### config.mk
export PLATFORM = sky130hd
export DESIGN_NAME = wb_port_arbiter_flat
export DESIGN_NICKNAME = d
export VERILOG_FILES = /design/src/rtl/wb_port_arbiter_pkg.sv /design/src/rtl/wb_port_arbiter_if.sv /design/src/rtl/wb_pend_buf.sv /design/src/rtl/wb_port_arbiter.sv /design/src/flat_wrapper.sv
export SDC_FILE = /design/constraint.sdc
export NUM_CORES = 1
export LEC_CHECK = 0
export ABC_AREA = 1
export BUFFER_PORTS_ARGS = -buffer_cell sky130_fd_sc_hd__buf_2
export CAP_MARGIN = 20
export CORE_UTILIZATION = 30
export DETAILED_ROUTE_END_ITERATION = 7
export PLACE_DENSITY = 0.54
export SYNTH_ARGS = -nofsm -noshare
export SYNTH_HDL_FRONTEND = slang
export SYNTH_SLANG_ARGS = --single-unit
### constraint.sdc
create_clock -name clk -period 6.5 [get_ports clk]
set_clock_uncertainty 0.1 [all_clocks]
set_input_delay 0.325 -clock clk [delete_from_list [all_inputs] [get_ports clk]]
set_output_delay 0.325 -clock clk [all_outputs]
set_load 0.005 [all_outputs]
### src/rtl/wb_port_arbiter_pkg.sv
// Shared types for the register-file write-port arbiter: buffer state encoding, widths, entry record.
// Pure declarations; no latency or backpressure of its own.
package wb_port_arbiter_pkg;

    localparam int ADDR_W = 5;
    localparam int DATA_W = 32;
    localparam logic [ADDR_W-1:0] ZERO_REG = 5'd0;

    typedef enum logic [1:0] {
        EMPTY = 2'd0,
        ONE   = 2'd1,
        TWO   = 2'd2
    } buf_state_t;

    typedef struct packed {
        logic              live;
        logic [ADDR_W-1:0] rw;
        logic [DATA_W-1:0] data;
    } pend_ent_t;

endpackage

### src/rtl/wb_port_arbiter_if.sv
// Write-back, MDU, decode-lookup and register-file write bundle around the arbiter.
// slave = arbiter side, master = pipeline/bench side.
interface wb_port_arbiter_if;
    import wb_port_arbiter_pkg::*;

    logic              wb_we;
    logic [ADDR_W-1:0] wb_rw;
    logic [DATA_W-1:0] wb_busw;
    logic              mdu_valid;
    logic [ADDR_W-1:0] mdu_rw;
    logic [DATA_W-1:0] mdu_data;
    logic              mdu_ready;
    logic [ADDR_W-1:0] rs_addr;
    logic [ADDR_W-1:0] rt_addr;
    logic              pend_hit;
    logic              rf_we;
    logic [ADDR_W-1:0] rf_rw;
    logic [DATA_W-1:0] rf_busw;

    modport slave (
        input  wb_we, wb_rw, wb_busw, mdu_valid, mdu_rw, mdu_data, rs_addr, rt_addr,
        output mdu_ready, pend_hit, rf_we, rf_rw, rf_busw
    );

    modport master (
        output wb_we, wb_rw, wb_busw, mdu_valid, mdu_rw, mdu_data, rs_addr, rt_addr,
        input  mdu_ready, pend_hit, rf_we, rf_rw, rf_busw
    );

endinterface

### src/rtl/wb_pend_buf.sv
// Two-entry FIFO of deferred MDU writes; pipeline writes to a buffered register mark it dead.
// Enqueue/drain take effect at the next edge; ready drops when both entries are occupied.
module wb_pend_buf
    import wb_port_arbiter_pkg::*;
#(
    parameter int DEPTH = 2
) (
    input  logic              clk,
    input  logic              rst,
    input  logic              enq,
    input  logic [ADDR_W-1:0] enq_rw,
    input  logic [DATA_W-1:0] enq_data,
    input  logic              deq,
    input  logic              kill,
    input  logic [ADDR_W-1:0] kill_rw,
    input  logic [ADDR_W-1:0] rs_addr,
    input  logic [ADDR_W-1:0] rt_addr,
    output buf_state_t        state,
    output pend_ent_t         head,
    output logic              ready,
    output logic              pend_hit
);

    pend_ent_t [1:0] ent_q;
    pend_ent_t [1:0] ent_n;
    buf_state_t      state_n;
    logic [1:0]      cnt;
    logic [1:0]      occ;

    assign cnt   = state;
    assign occ   = cnt - {1'b0, deq};
    assign head  = ent_q[0];
    assign ready = (int'(cnt) < DEPTH);

    // Kill applies to entries already held; an entry enqueued this cycle is newer and stays live.
    always_comb begin
        ent_n = ent_q;
        for (int i = 0; i < 2; i++) begin
            if (kill && ent_n[i].live && ent_n[i].rw == kill_rw) begin
                ent_n[i].live = 1'b0;
            end
        end
        if (deq) begin
            ent_n[0] = ent_n[1];
            ent_n[1] = '0;
        end
        if (enq) begin
            ent_n[occ[0]] = '{live: 1'b1, rw: enq_rw, data: enq_data};
        end
        state_n = buf_state_t'(occ + {1'b0, enq});
    end

    always_ff @(posedge clk or posedge rst) begin
        if (rst) begin
            state <= EMPTY;
            ent_q <= '0;
        end else begin
            state <= state_n;
            ent_q <= ent_n;
        end
    end

    always_comb begin
        pend_hit = 1'b0;
        for (int i = 0; i < 2; i++) begin
            if (ent_q[i].live &&
                ((rs_addr != ZERO_REG && ent_q[i].rw == rs_addr) ||
                 (rt_addr != ZERO_REG && ent_q[i].rw == rt_addr))) begin
                pend_hit = 1'b1;
            end
        end
    end

endmodule

### src/rtl/wb_port_arbiter.sv
// Register-file write-port arbiter: pipeline wins, MDU bypasses when idle or queues; 1-cycle registered write.
// Backpressure via mdu_ready (low when two MDU writes are queued); WB_ARB_STATS_EN adds conflict_cnt.
module wb_port_arbiter
    import wb_port_arbiter_pkg::*;
#(
    parameter int DEPTH = 2
) (
    input  logic               clk,
    input  logic               rst,
`ifdef WB_ARB_STATS_EN
    output logic [15:0]        conflict_cnt,
`endif
    wb_port_arbiter_if.slave   bus
);

    buf_state_t        buf_state;
    pend_ent_t         head;
    logic              buf_ready;
    logic              pipe_wr;
    logic              mdu_wr;
    logic              bypass;
    logic              enq;
    logic              drain;
    logic              sel_we;
    logic [ADDR_W-1:0] sel_rw;
    logic [DATA_W-1:0] sel_data;
    logic              rf_we_q;
    logic [ADDR_W-1:0] rf_rw_q;
    logic [DATA_W-1:0] rf_busw_q;

    assign pipe_wr = bus.wb_we && (bus.wb_rw != ZERO_REG);
    // Accepted MDU results for r0 complete the handshake but are dropped.
    assign mdu_wr  = bus.mdu_valid && buf_ready && (bus.mdu_rw != ZERO_REG);
    assign drain   = !pipe_wr && (buf_state != EMPTY);
    assign bypass  = mdu_wr && !pipe_wr && (buf_state == EMPTY);
    assign enq     = mdu_wr && !bypass;

    wb_pend_buf #(.DEPTH(DEPTH)) u_pend_buf (
        .clk      (clk),
        .rst      (rst),
        .enq      (enq),
        .enq_rw   (bus.mdu_rw),
        .enq_data (bus.mdu_data),
        .deq      (drain),
        .kill     (pipe_wr),
        .kill_rw  (bus.wb_rw),
        .rs_addr  (bus.rs_addr),
        .rt_addr  (bus.rt_addr),
        .state    (buf_state),
        .head     (head),
        .ready    (buf_ready),
        .pend_hit (bus.pend_hit)
    );

    assign bus.mdu_ready = buf_ready;

    always_comb begin
        sel_we   = 1'b0;
        sel_rw   = bus.wb_rw;
        sel_data = bus.wb_busw;
        if (pipe_wr) begin
            sel_we = 1'b1;
        end else if (drain) begin
            sel_we   = head.live;
            sel_rw   = head.rw;
            sel_data = head.data;
        end else if (bypass) begin
            sel_we   = 1'b1;
            sel_rw   = bus.mdu_rw;
            sel_data = bus.mdu_data;
        end
    end

    always_ff @(posedge clk or posedge rst) begin
        if (rst) begin
            rf_we_q   <= 1'b0;
            rf_rw_q   <= ZERO_REG;
            rf_busw_q <= '0;
        end else begin
            rf_we_q <= sel_we;
            if (sel_we) begin
                rf_rw_q   <= sel_rw;
                rf_busw_q <= sel_data;
            end
        end
    end

    assign bus.rf_we   = rf_we_q;
    assign bus.rf_rw   = rf_rw_q;
    assign bus.rf_busw = rf_busw_q;

`ifdef WB_ARB_STATS_EN
    always_ff @(posedge clk or posedge rst) begin
        if (rst) begin
            conflict_cnt <= 16'h0000;
        end else if (pipe_wr && bus.mdu_valid && conflict_cnt != 16'hFFFF) begin
            conflict_cnt <= conflict_cnt + 16'h0001;
        end
    end
`endif

endmodule

### src/flat_wrapper.sv
// flat-port wrapper written by rule: the top's interface ports become plain ports
module wb_port_arbiter_flat import wb_port_arbiter_pkg::*;
#(
    parameter int DEPTH = 2
)
  (clk, rst, bus_wb_we, bus_wb_rw, bus_wb_busw, bus_mdu_valid, bus_mdu_rw, bus_mdu_data, bus_rs_addr, bus_rt_addr, bus_mdu_ready, bus_pend_hit, bus_rf_we, bus_rf_rw, bus_rf_busw);
  wb_port_arbiter_if bus_i ();
  input  logic clk;
  input  logic rst;
  input wire logic [$bits(bus_i.wb_we)-1:0] bus_wb_we;
  input wire logic [$bits(bus_i.wb_rw)-1:0] bus_wb_rw;
  input wire logic [$bits(bus_i.wb_busw)-1:0] bus_wb_busw;
  input wire logic [$bits(bus_i.mdu_valid)-1:0] bus_mdu_valid;
  input wire logic [$bits(bus_i.mdu_rw)-1:0] bus_mdu_rw;
  input wire logic [$bits(bus_i.mdu_data)-1:0] bus_mdu_data;
  input wire logic [$bits(bus_i.rs_addr)-1:0] bus_rs_addr;
  input wire logic [$bits(bus_i.rt_addr)-1:0] bus_rt_addr;
  output wire logic [$bits(bus_i.mdu_ready)-1:0] bus_mdu_ready;
  output wire logic [$bits(bus_i.pend_hit)-1:0] bus_pend_hit;
  output wire logic [$bits(bus_i.rf_we)-1:0] bus_rf_we;
  output wire logic [$bits(bus_i.rf_rw)-1:0] bus_rf_rw;
  output wire logic [$bits(bus_i.rf_busw)-1:0] bus_rf_busw;
  assign bus_i.wb_we = bus_wb_we;
  assign bus_i.wb_rw = bus_wb_rw;
  assign bus_i.wb_busw = bus_wb_busw;
  assign bus_i.mdu_valid = bus_mdu_valid;
  assign bus_i.mdu_rw = bus_mdu_rw;
  assign bus_i.mdu_data = bus_mdu_data;
  assign bus_i.rs_addr = bus_rs_addr;
  assign bus_i.rt_addr = bus_rt_addr;
  assign bus_mdu_ready = bus_i.mdu_ready;
  assign bus_pend_hit = bus_i.pend_hit;
  assign bus_rf_we = bus_i.rf_we;
  assign bus_rf_rw = bus_i.rf_rw;
  assign bus_rf_busw = bus_i.rf_busw;
  wb_port_arbiter #(.DEPTH(DEPTH)) u_core (.clk(clk), .rst(rst), .bus(bus_i));
endmodule
==> impl_metrics.toml, run 1 <==
[status]
outcome = "finished, final reports clean"

[clocking]
path_clk_slew_ns = 0.06
cts_root_buf = "clkbuf_16"
h-tree-depth = 4
clock_sinks = 116
cts_max_path_buffers = 2
cts_tree = "built"
cts_buffers = 17
clkLatencyLatePin_ns = 0.41

[drt]
totalWireLength_um = 17930
firstDrtPassIters = 5
drc = 0
first_iter_violations = 379
antenna_left = 0
route.vias.total = 5818
viasPerCell = 4.542
drt-wirelength-per-cell_um = 13.99

[placement]
dp_cells = 1247
dpl_worst_slack_ns = 3.061
hpwl_um = 10940
routabilityCongestion = 0.8141
io_buffers = 127

[worst_setup_path]
critical_path_class = "in2reg"
cp-end-kind = "register"
crit_fanout = 43
crit_required_ns = 6.69
cpMaxStageDelayCell = "nor2_4"
cp_common_cell = "nand2_1"
critPathLaunchType = "input port"
crit_chain = "buf_2 -> nor2_1 -> nand4_2 -> nand2_4 -> o21ai_1 -> nor2_4 -> inv_2 -> nand2_1 -> nand2_1"
cpPeakStageDelay_ns = 0.86
critPathTopFamily = "simple AND/OR/NAND/NOR gates"
path_buf_inv = 2
critPathArrivalTime_ns = 3.17

[sta]
worst-slew-pin-transition_ns = 1.096
timing.fmax_mhz = 336.0
tns_ns = 0
finalCritPeriodShare_pct = 45.79
hold_violations = 0
rsz0062_at_grt = "no"
period_minus_slack_ns = 2.977
setup_violations = 0
slew_violations = 0
finalWorstSetupSlack_ns = 3.523
max_slew_margin_pct = 26.74

[logic_synthesis]
syn_area_um2 = 6450
synth_fp_nets = 993
synth_flop_cell = "dfrtp_1"
async_flop_share_pct = 100.0
ys_ff_latch = 116
ys_warn_count = 0
synth_enable_flop_cells = 0
netlist-cell-type-count = 25
syn_area_per_cell_um2 = 7.143
seq_area_frac_synth_pct = 45.00
netlist_instances = 903

[grt]
grt_max_degree = 82
antenna_found_initial = 0
globalRouteOverflowTotal = 0
grt_pass1_vias = 5472
grt_use_total_pct = 16.99
grt_pass1_wl_um = 29060

[power_and_ir_drop]
p_per_area_nw_per_um2 = 430.3
ir_worst_vdd_uv = 222.0
power_w = 0.003348
leakage_nw = 4.308

[floorplan]
rows = 53
die-area_um2 = 22090
core_area_um2 = 21020
dieWidth_um = 148.6
start_util_pct = 30.68
fp.dieH_um = 148.6
ios = 128

[flow_run]
max_cap_violations = 0

[layout]
layout.area.seq_um2 = 2903
area_delta_synth_final_pct = 20.64
multi_input_area_um2 = 2899
finalNonFillerCells = 1281
final_net_count = 1083
fin_util_pct = 37.02
num-fill-cells = 2239
antenna_cells = 0
drive_above_1_share_pct = 17.99

[hold_path]
hold_path_class = "in2reg"
-- stage by stage --
step / area, µm² / hold WS, ns
floorplan: 6450 / 0.3724
global placement: 7137 / 0.3614
detailed placement: 7137 / 0.3604
CTS: 7761 / 0.07849
global route: 7781 / 0.1023
finish: 7781 / 0.09813
-- area by class of cell --
type / count / share of cell area, %
sequential: 116 / 37.30
multi-input combinational: 640 / 37.26
timing repair buffer: 134 / 9.037
clock buffer: 18 / 5.515
tap: 275 / 4.422
inverter: 84 / 4.084
clock inverter: 14 / 2.380
-- flip-flops by register name (all words and copies together), names as in the netlist --
name,flops
u_core.bus.rf_we,1
u_core.u_pend_buf.head,38
u_core.bus.rf_busw,32
u_core.bus.rf_rw,5
u_core.u_pend_buf.state,2
u_core.u_pend_buf.ent_q,38
-- logic make-up (layout without fill, tap and decap cells) --
logic type | after synthesis | after routing | synth area share (%)
buffers and inverters | 147 | 250 | 10.28
flip-flops | 116 | 116 | 45.00
XOR/XNOR | 30 | 30 | 4.074
AND/OR/NAND/NOR | 527 | 527 | 33.79
AO/OA/AOI/OAI | 81 | 81 | 6.460
adder cells (fa/ha/maj) | 2 | 2 | 0.3879
-- per-layer routing --
metal	share of wire (%)	track usage [%]	vias to the layer above
li1	-	-	2995
met2	47	27.13	139
met5	0	0	-
met3	4.2	3.252	13
met1	48	23.08	2671
met4	0.87	5.412	0
-- synth_stat cells, types with 2 or more instances --
library cell    n  area (µm²)
buf_1           2       7.510
buf_2          29       145.1
buf_4          12       90.09
buf_6           4       45.04
clkbuf_1       16       60.06
dfrtp_1       116        2903
ha_1            2       25.02
inv_1          79       296.5
inv_2           5       18.77
nand2_1       385        1445
nand2_2         2       12.51
nand3_1       113       565.5
nand4_1         5       31.28
nor2_1         11       41.29
nor2_4          2       22.52
nor3_1          5       25.02
o21ai_0        17       85.08
o21ai_1        63       315.3
xnor2_1        15       131.4
xor2_1         15       131.4
-- what timing repair did --
action	CTS	global route
hold endpoints to repair	49	0
resized for setup	0	0
setup endpoints to repair	0	0
hold buffers	1	0
setup buffers	0	0
-- layout by cell type, fill, tap and decap left out, types with 11 or more instances in the layout --
master,instances
xnor2_1,15
dfrtp_1,116
o21ai_0,17
buf_2,127
clkbuf_16,17
o21ai_1,63
nand2_1,383
nand3_1,113
xor2_1,15
nor2_1,11
inv_1,78
-- report_power, final --
group	switching, W	leakage (nW)	total (W)	internal, W
combinational	0.000733	2.50	0.00115	0.000414
sequential	0.000196	1.51	0.00122	0.00102
clock	0.000347	0.296	0.000986	0.000639
-- worst paths after layout --
path | startpoint | end | slack [ns] | depth (start not counted)
worst max-delay path | bus_wb_rw[0] | u_core.bus.rf_busw[21] | 3.52 | 9
worst min-delay path | bus_mdu_data[10] | u_core.u_pend_buf.head[10] | 0.1 | 3
worst max register to register | u_core.u_pend_buf.state[1] | u_core.bus.rf_busw[21] | 3.57 | 8
worst min register to register | u_core.bus.rf_busw[20] | u_core.bus.rf_busw[20] | 0.37 | 2
max in group asynchronous | rst | u_core.u_pend_buf.head[28] | 4.48 | 4
min in group asynchronous | rst | u_core.bus.rf_busw[11] | 0.48 | 3
-- worst reg2reg max path, stage by stage, from the launching register on --
cell and delay [ns]:
dfrtp_1 0.41, nor2_1 0.07, nand2_1 0.16, nor2_4 0.08
buf_12 0.19, nor2_4 0.86, inv_2 0.65, nand2_1 0.23
nand2_1 0.06
Power figures use the tool's default switching activity.
==> inputs of run 2 (changes only) <==
--- a/config.mk
+++ b/config.mk
@@ -5,12 +5,12 @@
 export SDC_FILE = /design/constraint.sdc
 export NUM_CORES = 1
 export LEC_CHECK = 0
-export ABC_AREA = 1
+export ABC_AREA = 0
 export BUFFER_PORTS_ARGS = -buffer_cell sky130_fd_sc_hd__buf_2
 export CAP_MARGIN = 20
 export CORE_UTILIZATION = 30
 export DETAILED_ROUTE_END_ITERATION = 7
-export PLACE_DENSITY = 0.54
+export PLACE_DENSITY = 0.56
 export SYNTH_ARGS = -nofsm -noshare
 export SYNTH_HDL_FRONTEND = slang
 export SYNTH_SLANG_ARGS = --single-unit
==> constraint.sdc (replaced) <==
create_clock -name clk -period 2.6 [get_ports clk]
set_clock_uncertainty 0.1 [all_clocks]
set_input_delay 0.13 -clock clk [delete_from_list [all_inputs] [get_ports clk]]
set_output_delay 0.13 -clock clk [all_outputs]
set_load 0.005 [all_outputs]
==> impl_metrics.toml, run 2 <==
[status]
outcome = "finished, violations left"
violations = "DRC"

[sta]
finalWorstSetupSlack_ns = 0.2196
hold_ws_ns = 0.01520
tns_ns = 0
timing.fmax_mhz = 420.1
worst-slew-pin-transition_ns = 0.8315
period_minus_slack_ns = 2.380
setup_violations = 0
hold_violations = 0
slew_violations = 0
rsz0062_at_grt = "no"
max_slew_margin_pct = 44.57
finalCritPeriodShare_pct = 91.55

[hold_path]
min_to = "u_core.bus.rf_rw[0]"
whs_path_depth = 3
worstHoldStart = "bus_wb_rw[0]"
hold_path_class = "in2reg"

[floorplan]
core_area_um2 = 20170
start_util_pct = 30.51
fp.dieH_um = 145.2
die-area_um2 = 21090
ios = 128
dieWidth_um = 145.2
rows = 52

[clocking]
clkLatencyLatePin_ns = 0.42
cts_tree = "built"
cts_root_buf = "clkbuf_16"
post_cts_buffers = 0
clock_sinks = 116
path_clk_slew_ns = 0.05
cts_max_path_buffers = 2
cts_buffers = 17
h-tree-depth = 4

[drt]
first_iter_violations = 380
totalWireLength_um = 18830
firstDrtPassIters = 8
drc = 2
drt-wirelength-per-cell_um = 15.60
antenna_left = 0
viasPerCell = 4.834
route.vias.total = 5835

[layout]
layout.area.seq_um2 = 2903
antenna_cells = 0
area_delta_synth_final_pct = 36.21
drive_above_1_share_pct = 20.49
multi_input_area_um2 = 2942
final_net_count = 1015
fin_area_um2 = 8382
final_common_cell = "nand2_1"
num-fill-cells = 2088
fin_util_pct = 41.56
mostFrequentLayoutCells = "189 x nand2_1, 127 x buf_2, 116 x dfrtp_1, 78 x nor2_1, 71 x dlygate4sd3_1"

[grt]
grt_most_used_layer = "met2"
grt_pass1_vias = 5690
antenna_found_initial = 0
grt_use_met1_pct = 25.38
grt_pass1_wl_um = 30890
grt_util_met3_pct = 3.931
met2_usage_pct = 29.28
grt_max_degree = 77
grt_use_total_pct = 18.50
globalRouteOverflowTotal = 0

[logic_synthesis]
synth_area_leaders = "dfrtp_1 47%, nand2_1 12%, a21oi_1 5.3%"
synth_commonest_cells = "191 x nand2_1, 116 x dfrtp_1, 79 x nor2_1, 65 x a21oi_1, 43 x a31oi_1"
yosys.area.top_type_share_pct = 47.17
seq_area_frac_synth_pct = 47.17
ys_ff_latch = 116
synth.largest_area_cell = "dfrtp_1"
synth_enable_flop_cells = 0
syn_area_per_cell_um2 = 8.139
synth_flop_cell = "dfrtp_1"
async_flop_share_pct = 100.0
yosysMostFrequentCell = "nand2_1"
netlist_instances = 756
ys_warn_count = 0
netlist-cell-type-count = 36
syn_area_um2 = 6153
synth_fp_nets = 846

[placement]
place_area_um2 = 7024
dpl_worst_slack_ns = 0.1666
io_buffers = 127
hpwl_um = 11280
routabilityCongestion = 0.8132

[power_and_ir_drop]
p_per_area_nw_per_um2 = 1063
ir_worst_vdd_uv = 483.1
leakage_nw = 3.678

[worst_setup_path]
critPathLaunchType = "input port"
r2r_slack_ns = 0.39
cpMaxStageDelayCell = "dlygate4sd3_1"
crit_fanout = 33
crit_chain = "dlygate4sd3_1 -> buf_2 -> or3_4 -> or3_4 -> a221oi_4 -> inv_2 -> nor2_1 -> a21oi_1"
critical_path_class = "in2reg"
critPathArrivalTime_ns = 2.58
critPathTopFamily = "buffers and inverters"
cpPeakStageDelay_ns = 0.53
rr_worst_depth = 9
r2r_start = "u_core.u_pend_buf.state[0]"
crit_required_ns = 2.80
cp_common_cell = "or3_4"
path_buf_inv = 3
r2r_end = "u_core.u_pend_buf.ent_q[66]"
cp-end-kind = "register"

[flow_run]
max_cap_violations = 0
-- run 2: cell count changes after synthesis, moves of 58 or more --
cell     before  now
nand2_1     385  191
nand3_1     113   37
inv_1        79    5
nor2_1       11   79
a21oi_1       0   65
o21ai_1      63    5
-- run 2: worst register-to-register path, cell delays in order, from the launching register on --
cell and delay (ns):
dfrtp_1 0.37, inv_1 0.14, nand2_2 0.20, nand2_2 0.13, inv_2 0.04, ha_1 0.31
inv_1 0.11, o2111a_2 0.22, buf_12 0.25, o21ai_0 0.21
-- run 2: layout make-up --
cell class	count	area share (%)
Multi-Input combinational cell	566	35.09
Sequential cell	116	34.63
Tap cell	270	4.030
Inverter	7	0.3583
Clock buffer	24	6.105
Timing Repair Buffer	217	18.36
Clock inverter	7	1.418
-- run 2: kinds of logic (layout without fill, tap and decap cells) --
| kind of cell | Yosys count | count (layout) | share of synthesized area [%] |
|---|---|---|---|
| xor gates and xnor gates | 32 | 32 | 4.555 |
| DFF | 116 | 116 | 47.17 |
| adders and majority gates | 2 | 2 | 0.4066 |
| and+or+nand+nor | 324 | 324 | 21.43 |
| buffers and inverters | 75 | 255 | 5.917 |
| AOI/OAI and AO/OA | 207 | 208 | 20.52 |
-- run 2: where the power goes --
part | internal (W) | total [W] | switching [W]
clock network | 0.00165 | 0.00250 | 0.000848
registers | 0.00259 | 0.00311 | 0.000520
logic | 0.00137 | 0.00330 | 0.00193
-- run 2: stage by stage --
stage | total power (W) | instances
finish | 0.008912 | 1207
floorplan | 0.005264 | 756
global route | 0.009616 | 1207
detailed placement | 0.006338 | 1104
global placement | 0.006298 | 1104
CTS | 0.008967 | 1206
-- run 2: repair_timing --
item                                   CTS  global route
gates resized for setup                  0             1
endpoints found under the hold margin  123             0
hold buffers                            71             0
setup endpoints to repair                0            14
-- run 2: worst max path at each step --
stage,startpoint,to,slack [ns],cells past startpoint
global route,bus_mdu_rw[2],u_core.bus.rf_busw[2],0.04,8
CTS,bus_mdu_rw[2],u_core.bus.rf_busw[4],0.11,7
finish,bus_mdu_rw[2],u_core.bus.rf_busw[11],0.22,8
global placement,bus_wb_rw[0],u_core.u_pend_buf.ent_q[61],0.23,10
floorplan,u_core.u_pend_buf.state[1],u_core.u_pend_buf.ent_q[71],0.11,13
detailed placement,bus_wb_rw[0],u_core.u_pend_buf.ent_q[59],0.17,10
-- run 2: layer usage --
metal	wire length (µm)	share of wire, %
met1	9041	48
met2	8875	47
met3	755	4.0
met4	161	0.85
met5	0	0
==> inputs of run 3 (changes only) <==
--- a/config.mk
+++ b/config.mk
@@ -8,9 +8,11 @@
 export ABC_AREA = 0
 export BUFFER_PORTS_ARGS = -buffer_cell sky130_fd_sc_hd__buf_2
 export CAP_MARGIN = 20
+export CORE_MARGIN = 10
 export CORE_UTILIZATION = 30
 export DETAILED_ROUTE_END_ITERATION = 7
-export PLACE_DENSITY = 0.56
+export PLACE_DENSITY = 0.55
 export SYNTH_ARGS = -nofsm -noshare
 export SYNTH_HDL_FRONTEND = slang
+export SYNTH_HIERARCHICAL = 1
 export SYNTH_SLANG_ARGS = --single-unit
==> impl_metrics.toml, run 3 <==
[status]
outcome = "finished, final reports clean"

[sta]
timing.fmax_mhz = 462.3
slew_violations = 0
worst-slew-pin-transition_ns = 0.9341
tns_ns = 0
max_slew_margin_pct = 37.64
hold_ws_ns = 0.03221
finalCritPeriodShare_pct = 83.20
rsz0062_at_grt = "no"
hold_violations = 0
setup_violations = 0
period_minus_slack_ns = 2.163

[logic_synthesis]
synth.largest_area_cell = "dfrtp_1"
netlist_instances = 630
ys_ff_latch = 116
netlist-cell-type-count = 48
synth_flop_cell = "dfrtp_1"
synth_commonest_cells = "116 x dfrtp_1, 81 x nand2_1, 77 x o21ai_0, 42 x buf_4"
synth_enable_flop_cells = 0
yosys.area.top_type_share_pct = 44.91
yosysMostFrequentCell = "dfrtp_1"
ys_warn_count = 6
async_flop_share_pct = 100.0
synth_fp_nets = 720
seq_area_frac_synth_pct = 44.91
syn_area_um2 = 6464
syn_area_per_cell_um2 = 10.26
synth_area_leaders = "dfrtp_1 45%, o21ai_0 6.0%, mux2i_1 5.7%"

[hold_path]
hold_path_class = "in2reg"

[placement]
dp_cells = 960
hpwl_um = 11750
routabilityCongestion = 0.8727
io_buffers = 127

[worst_setup_path]
crit_required_ns = 2.78
cp-end-kind = "register"
critPathArrivalTime_ns = 2.34
r2r_end = "u_core/u_pend_buf/ent_q[46]"
rr_worst_depth = 8
startpoint = "u_core/u_pend_buf/state[1]"
r2r_slack_ns = 0.44
crit_fanout = 74
critPathLaunchType = "register"
cp-endpoint = "u_core/u_pend_buf/ent_q[46]"
critical_path_class = "reg2reg"
r2r_start = "u_core/u_pend_buf/state[1]"

[power_and_ir_drop]
ir_worst_vdd_uv = 453.7
p_per_area_nw_per_um2 = 1016
leakage_nw = 3.525

[drt]
drc = 0
antenna_left = 0
route.vias.total = 5162
firstDrtPassIters = 4
totalWireLength_um = 18280
first_iter_violations = 304
viasPerCell = 4.874
drt-wirelength-per-cell_um = 17.26

[clocking]
clock_sinks = 116
clkLatencyLatePin_ns = 0.42
cts_buffers = 17
post_cts_buffers = 0
path_clk_slew_ns = 0.06
cts_root_buf = "clkbuf_16"
cts_tree = "built"
cts_max_path_buffers = 2
h-tree-depth = 4

[grt]
met2_usage_pct = 21.10
grt_most_used_layer = "met2"
grt_use_total_pct = 13.15
grt_util_met3_pct = 3.624
antenna_found_initial = 0
grt_use_met1_pct = 16.63
grt_pass1_vias = 5546
globalRouteOverflowTotal = 0
grt_max_degree = 78
grt_pass1_wl_um = 30100

[layout]
drive_above_1_share_pct = 23.47
final_common_cell = "buf_2"
multi_input_area_um2 = 2939
finalNonFillerCells = 1059
area_delta_synth_final_pct = 27.04
mostFrequentLayoutCells = "127 x buf_2, 116 x dfrtp_1, 81 x nand2_1, 77 x o21ai_0, 68 x dlygate4sd3_1"
antenna_cells = 0
num-fill-cells = 2113
layout.area.seq_um2 = 2903
final_net_count = 862

[floorplan]
rows = 53
fp.dieH_um = 166.8
core_area_um2 = 21090
start_util_pct = 30.65
ios = 128
dieWidth_um = 166.8
die-area_um2 = 27820

[flow_run]
max_cap_violations = 0
run 3: cell types whose count changed after synthesis, moves of 36 or more:
cell / change
a21oi_1: -63
mux2i_1: +37
o22a_1: +36
nand2b_1: +37
nor2_1: -74
a31oi_1: -41
o21ai_0: +36
buf_4: +39
nand2_1: -110
run 3: final cells by class:
type	count	share of cell area (%)
tap	275	4.190
clock buffer	21	5.729
sequential	116	35.35
clock inverter	10	1.006
inverter	8	0.4419
timing repair buffer	206	17.49
multi-input combinational	423	35.79
run 3: worst max-delay path, cell delays in order, from the launching register on:
cell      delay [ns]
dfrtp_1         0.48
inv_1           0.13
nand2_1         0.13
a21oi_1         0.19
a21boi_0        0.22
buf_4           0.16
nor2b_4         0.16
buf_12          0.26
o21ai_0         0.14
run 3: worst min-delay path by stage:
stage	startpoint	endpoint	slack (ns)	depth (start not counted)
finish	bus_wb_busw[4]	u_core/bus.rf_busw[4]	0.03	3
global route	bus_wb_busw[4]	u_core/bus.rf_busw[4]	0.02	3
CTS	bus_wb_busw[4]	u_core/bus.rf_busw[4]	0.004	3
detailed placement	rst	u_core/u_pend_buf/ent_q[53]	0.16	2
global placement	rst	u_core/u_pend_buf/ent_q[55]	0.17	2
floorplan	bus_mdu_data[0]	u_core/u_pend_buf/ent_q[38]	0.15	2
run 3: where the power goes:
group          leakage, nW  switching [W]  total [W]  internal, W
clock network        0.270       0.000823    0.00219      0.00137
registers             1.48       0.000568    0.00314      0.00257
logic                 1.78        0.00159    0.00301      0.00143
run 3: metrics by stage:
step | power, W | setup slack [ns] | instance area [µm²] | utilization, %
floorplan | 0.005369 | 0.3750 | 6464 | -
global route | 0.008950 | 0.2591 | 8212 | 38.94
detailed placement | 0.006132 | 0.4532 | 6978 | 33.09
finish | 0.008343 | 0.4369 | 8212 | 38.94
CTS | 0.008453 | 0.4262 | 8212 | 38.94
global placement | 0.006097 | 0.4607 | 6978 | 33.09
run 3: kinds of logic (layout without fill, tap and decap cells):
group / after synthesis / after routing / share of synthesized area [%]
XOR/XNOR: 32 / 32 / 4.336
AO/OA/AOI/OAI: 205 / 205 / 23.36
flip-flops: 116 / 116 / 44.91
multiplexers: 37 / 37 / 5.730
AND/OR/NAND/NOR: 147 / 147 / 11.27
adder cells (fa/ha/maj): 2 / 2 / 0.3871
buffers and inverters: 91 / 245 / 10.01
run 3: timing repair:
action	CTS	global route
hold buffers	68	0
gates resized for setup	0	0
hold endpoints to repair	175	0
run 3: per-layer routing:
metal / routed length [µm] / part of all wire, %
met5: 0 / 0
met4: 229 / 1.3
met3: 851 / 4.7
met2: 8673 / 47
met1: 8520 / 47
